--- src/rtl/rmw_counter_bank.sv ---
// Read-modify-write counter bank: each accepted request adds a delta to one entry
// and returns the new value. Optional saturation build macro: RMW_COUNTER_SATURATE_EN.
module rmw_counter_bank #(
  parameter int unsigned DATA_W = 32,
  parameter int unsigned ADDR_W = 3,
  parameter int unsigned INC_W  = 8
) (
  input  logic              clk,
  input  logic              reset,
  input  logic              io_in_valid,
  output logic              io_in_ready,
  input  logic [ADDR_W-1:0] io_in_addr,
  input  logic [INC_W-1:0]  io_in_delta,
  input  logic              io_clear,
  output logic              io_busy,
  output logic              io_out_valid,
  output logic [DATA_W-1:0] io_out_data,
  input  logic [ADDR_W-1:0] io_rd_addr,
  output logic [DATA_W-1:0] io_rd_data
);

  localparam int unsigned DEPTH = 1 << ADDR_W;
  localparam int unsigned SUM_W = DATA_W + 1;

  localparam logic [0:0] ST_IDLE  = 1'b0;
  localparam logic [0:0] ST_CLEAR = 1'b1;

  logic [0:0]        state;
  logic [0:0]        state_nxt;
  logic [ADDR_W-1:0] clr_ptr;
  logic [ADDR_W-1:0] clr_ptr_nxt;

  logic [DATA_W-1:0] mem [DEPTH];

  logic              accept;
  logic              s1_valid;
  logic [ADDR_W-1:0] s1_addr;
  logic [INC_W-1:0]  s1_delta;
  logic [DATA_W-1:0] rd_q;
  logic              byp_valid;
  logic [DATA_W-1:0] byp_data;
  logic [DATA_W-1:0] base;
  logic [DATA_W-1:0] sum;

  logic              mem_we;
  logic [ADDR_W-1:0] mem_waddr;
  logic [DATA_W-1:0] mem_wdata;

  assign io_in_ready = (state == ST_IDLE) && !io_clear;
  assign io_busy     = (state == ST_CLEAR);
  assign accept      = io_in_valid && io_in_ready;

  // State register
  always_ff @(posedge clk) begin
    if (reset) begin
      state   <= ST_CLEAR;
      clr_ptr <= '0;
    end else begin
      state   <= state_nxt;
      clr_ptr <= clr_ptr_nxt;
    end
  end

  // Next-state logic: clear sweep walks every entry once, then returns to idle
  always_comb begin
    state_nxt   = state;
    clr_ptr_nxt = clr_ptr;
    if (state == ST_IDLE) begin
      if (io_clear) begin
        state_nxt   = ST_CLEAR;
        clr_ptr_nxt = '0;
      end
    end else begin
      clr_ptr_nxt = clr_ptr + ADDR_W'(1);
      if (clr_ptr == ADDR_W'(DEPTH - 1)) begin
        state_nxt = ST_IDLE;
      end
    end
  end

  // Stage-1 adder; bypass covers the entry written on the same edge as our read
  always_comb begin
    base = byp_valid ? byp_data : rd_q;
`ifdef RMW_COUNTER_SATURATE_EN
    begin
      logic [SUM_W-1:0] sum_wide;
      sum_wide = {1'b0, base} + SUM_W'(s1_delta);
      sum      = sum_wide[DATA_W] ? {DATA_W{1'b1}} : sum_wide[DATA_W-1:0];
    end
`else
    sum = base + DATA_W'(s1_delta);
`endif
  end

  // Single write port shared by the sweep and the pipeline; they never overlap
  always_comb begin
    mem_we    = 1'b0;
    mem_waddr = s1_addr;
    mem_wdata = sum;
    if (state == ST_CLEAR) begin
      mem_we    = 1'b1;
      mem_waddr = clr_ptr;
      mem_wdata = '0;
    end else if (s1_valid) begin
      mem_we = 1'b1;
    end
  end

  always_ff @(posedge clk) begin
    if (mem_we && !reset) begin
      mem[mem_waddr] <= mem_wdata;
    end
    rd_q       <= mem[io_in_addr];
    io_rd_data <= mem[io_rd_addr];
  end

  // Pipeline control; reset drops any op sitting in stage 1
  always_ff @(posedge clk) begin
    if (reset) begin
      s1_valid     <= 1'b0;
      byp_valid    <= 1'b0;
      io_out_valid <= 1'b0;
      io_out_data  <= '0;
    end else begin
      s1_valid     <= accept;
      byp_valid    <= s1_valid && accept && (io_in_addr == s1_addr);
      io_out_valid <= s1_valid;
      if (s1_valid) begin
        io_out_data <= sum;
      end
    end
  end

  always_ff @(posedge clk) begin
    byp_data <= sum;
    if (accept) begin
      s1_addr  <= io_in_addr;
      s1_delta <= io_in_delta;
    end
  end

endmodule
--- config.mk ---
export PLATFORM = sky130hd
export DESIGN_NAME = rmw_counter_bank
export DESIGN_NICKNAME = d
export VERILOG_FILES = /design/src/rtl/rmw_counter_bank.sv
export SDC_FILE = /design/constraint.sdc
export NUM_CORES = 1
export LEC_CHECK = 0
export ABC_AREA = 0
export CORE_MARGIN = 3
export CORE_UTILIZATION = 41
export CTS_CLUSTER_DIAMETER = 120
export DETAILED_ROUTE_END_ITERATION = 10
export HOLD_SLACK_MARGIN = 0.1
export PLACE_DENSITY_LB_ADDON = 0.15
export SYNTH_ARGS = -nofsm -noshare
export SYNTH_HDL_FRONTEND = slang
export SYNTH_SLANG_ARGS = --single-unit
--- constraint.sdc ---
create_clock -name clk -period 7.59 [get_ports clk]
set_input_delay 0.759 -clock clk [delete_from_list [all_inputs] [get_ports clk]]
set_output_delay 0.759 -clock clk [all_outputs]
set_load 0.01 [all_outputs]
==> results.json <==
{
  "dr.pass1.iters": 5,
  "htreeDepth": 2,
  "regArea_um2": 10700,
  "ys_types": 61,
  "final-max-slew-violation-count": 0,
  "powerDensity_nw_per_um2": 247,
  "syn_nets": 1114,
  "dp.cells": 1655,
  "cp_max_fo": 11,
  "period_share_pct": 50.9,
  "synth-seq-cells": 402,
  "cts_setup_buffers": 0,
  "drt_iter0_markers": 708,
  "ys_seq_area_share_pct": 61.6,
  "grt-ovfl-total": 0,
  "fin_crit_ns": 3.86,
  "fp-row-count": 74,
  "place_area_um2": 18800,
  "setup_viol": 0,
  "grt_pass1_wl_mm": 65.8,
  "synthTopCellsByCount": "edfxtp_1 (267), dfxtp_1 (135), mux4_2 (128)",
  "io_pins": 85,
  "initial_core_util_pct": 42.0,
  "worstMarginPinSlew_ns": 1.10,
  "postSynthCellCount": 1085,
  "synth_flop_cell": "edfxtp_1",
  "hold_class": "reg -> reg",
  "synthAdderAreaFrac_pct": 0.834,
  "peakVddDrop_uv": 124,
  "nets": 1197,
  "via_per_inst": 5.79,
  "wl_mm": 43.7,
  "cts_tree": "built",
  "vias": 10000,
  "cts_resized": 0,
  "maxCapViolCount": 0,
  "ctsHoldBuffers": 0,
  "crit_arrival_ns": 4.10,
  "yosysTopAreaCellShare_pct": 46.1,
  "grt_max_degree": 74,
  "synthToLayoutAreaGrowth_pct": 16.3,
  "comb_power_share_pct": 8.2,
  "place_worst_setup_slack_ns": 3.69,
  "synth_compound_area_share_pct": 4.14,
  "required_ns": 7.83,
  "synthArstFlopShare_pct": 0,
  "clock-sinks": 402,
  "avgSynthCellArea_um2": 16.0,
  "hold_viol_final": 0,
  "insertedDiodeCount": 0,
  "drive_above_1_share_pct": 26.6,
  "fin_cells": 1733,
  "status": "finished clean",
  "cts_root_buf": "clkbuf_16",
  "yosys.area_share.simple_pct": 7.55,
  "critPathLaunchType": "flip-flop",
  "die_area_um2": 44900,
  "p_sw_share_pct": 22.0,
  "syn-cell-area_um2": 17400,
  "gp_routability_congestion": 0.795,
  "synth.largest_area_cell": "edfxtp_1",
  "synth_top_family_by_area": "multiplexers",
  "intPower_mw": 3.89,
  "total_power_mw": 4.99,
  "utilization_pct": 48.9,
  "wire_per_inst_um": 25.2,
  "synth_area_leaders": "edfxtp_1 (46%), mux4_2 (17%), dfxtp_1 (16%)",
  "rsz0062_at_grt": "no",
  "setup_slack_ns": 3.73,
  "fin_skew_ns": 0.0173,
  "ys_warn_count": 0,
  "dpl.hpwl_mm": 25.9,
  "synth.area.mux_share_pct": 22.8,
  "die_h_um": 212,
  "clk_transition_reported_paths_ns": 0.06,
  "end_kind": "flip-flop",
  "antenna_left": 0,
  "synth-edff-count": 267,
  "p_switching_mw": 1.10,
  "leakagePower_nw": 6.75,
  "drc": 0,
  "antenna_found_initial": 0,
  "crit_type": "reg -> reg",
  "sequentialPowerShare_pct": 49.3,
  "numCtsBuffers": 43,
  "clock_latency_ns": 0.56,
  "fmax_mhz": 259,
  "grt_usage_pct": 19.8,
  "grt_pass1_vias": 10300,
  "finalSetupTns_ns": 0,
  "synth_xor_area_share_pct": 1.01,
  "finish.instance_area_um2": 20200,
  "multiInputGateArea_um2": 6380,
  "fillers": 3496,
  "io_buffers": 84,
  "cts_buffer_depth": 3,
  "holdWs_ns": 0.521,
  "p_clk_share_pct": 42.5,
  "core-area_um2": 41400,
  "slew_headroom_pct": 26.6,
  "synth.most_common_cell": "edfxtp_1",
  "die_w_um": 212
}
power by group through the flow:
stage          combinational, mW  sequential (mW)  clock (mW)
6_report                   0.409             2.46        2.12
3_3_place_gp               0.411             2.50           0
3_5_place_dp               0.412             2.50           0
4_1_cts                    0.415             2.46        2.18
5_1_grt                    0.443             2.47        2.27
2_1_floorplan              0.264             2.49           0
worst paths after layout:
| kind | from | to | slack (ns) | cells past startpoint |
|---|---|---|---|---|
| setup / recovery | byp_valid | mem[5][30] | 3.73 | 7 |
| hold / removal | io_out_data[11] | io_out_data[11] | 0.52 | 2 |
| setup reg to reg | byp_valid | mem[5][30] | 3.73 | 7 |
| hold reg to reg | io_out_data[11] | io_out_data[11] | 0.52 | 2 |
worst max-delay path: stages, from the launching register on:
cell and delay [ns]:
dfxtp_2 0.45, mux2_2 0.36, ha_1 0.40, nand3_1 0.13
o2111ai_1 0.54, nand4_1 0.56, o31a_1 0.47, nor3_1 0.62
cell type report:
class	count	area share [%]
clock inverters	18	1.05
well taps	532	3.29
flip-flops and latches	402	53.0
repair buffers	103	4.71
inverters	18	0.334
multi-input cells	600	31.5
clock buffers	60	6.04
layout by cell type (no fill, tap or decap), types with 6 or more instances in the layout:
cell,count
edfxtp_1,267
dfxtp_1,132
mux4_2,128
clkdlybuf4s50_1,77
mux2_2,75
nor2_1,53
clkbuf_16,45
nand2_1,33
mux2i_1,24
nor3_1,23
nand3_1,22
buf_4,21
a21oi_1,18
nand3b_1,17
inv_1,17
nand2b_1,16
xnor2_1,12
nand4_1,11
o21ai_0,11
and2_1,11
clkbuf_1,11
ha_1,10
o311ai_0,9
a22oi_1,8
xor2_1,8
nor2_4,8
clkinv_2,8
a211oi_1,6
nor3b_1,6
a31oi_1,6
nor2b_1,6
o21a_1,6
or3b_2,6
o22ai_1,6
per-layer routing:
layer | track usage, % | routed length, µm
met5 | 0 | 0
met4 | 4.62 | 690
met1 | 27.8 | 19800
met2 | 32.5 | 21200
met3 | 3.39 | 2080
cell families after synthesis:
logic type / after synthesis
multiplexers: 227
buffers and inverters: 83
XOR/XNOR: 20
AND/OR/NAND/NOR: 241
AO/OA/AOI/OAI: 101
flip-flops: 402
adder cells (fa/ha/maj): 11
registers in the layout, indices dropped and copies added, names as in the netlist:
| name | cells |
|---|---|
| io_out_data | 32 |
| io_busy | 1 |
| byp_valid | 1 |
| byp_data | 32 |
| rd_q | 32 |
| s1_addr | 3 |
| clr_ptr | 3 |
| s1_valid | 1 |
| io_out_valid | 1 |
| io_rd_data | 32 |
| mem | 256 |
| s1_delta | 8 |
(Power assumes the default switching activity.)
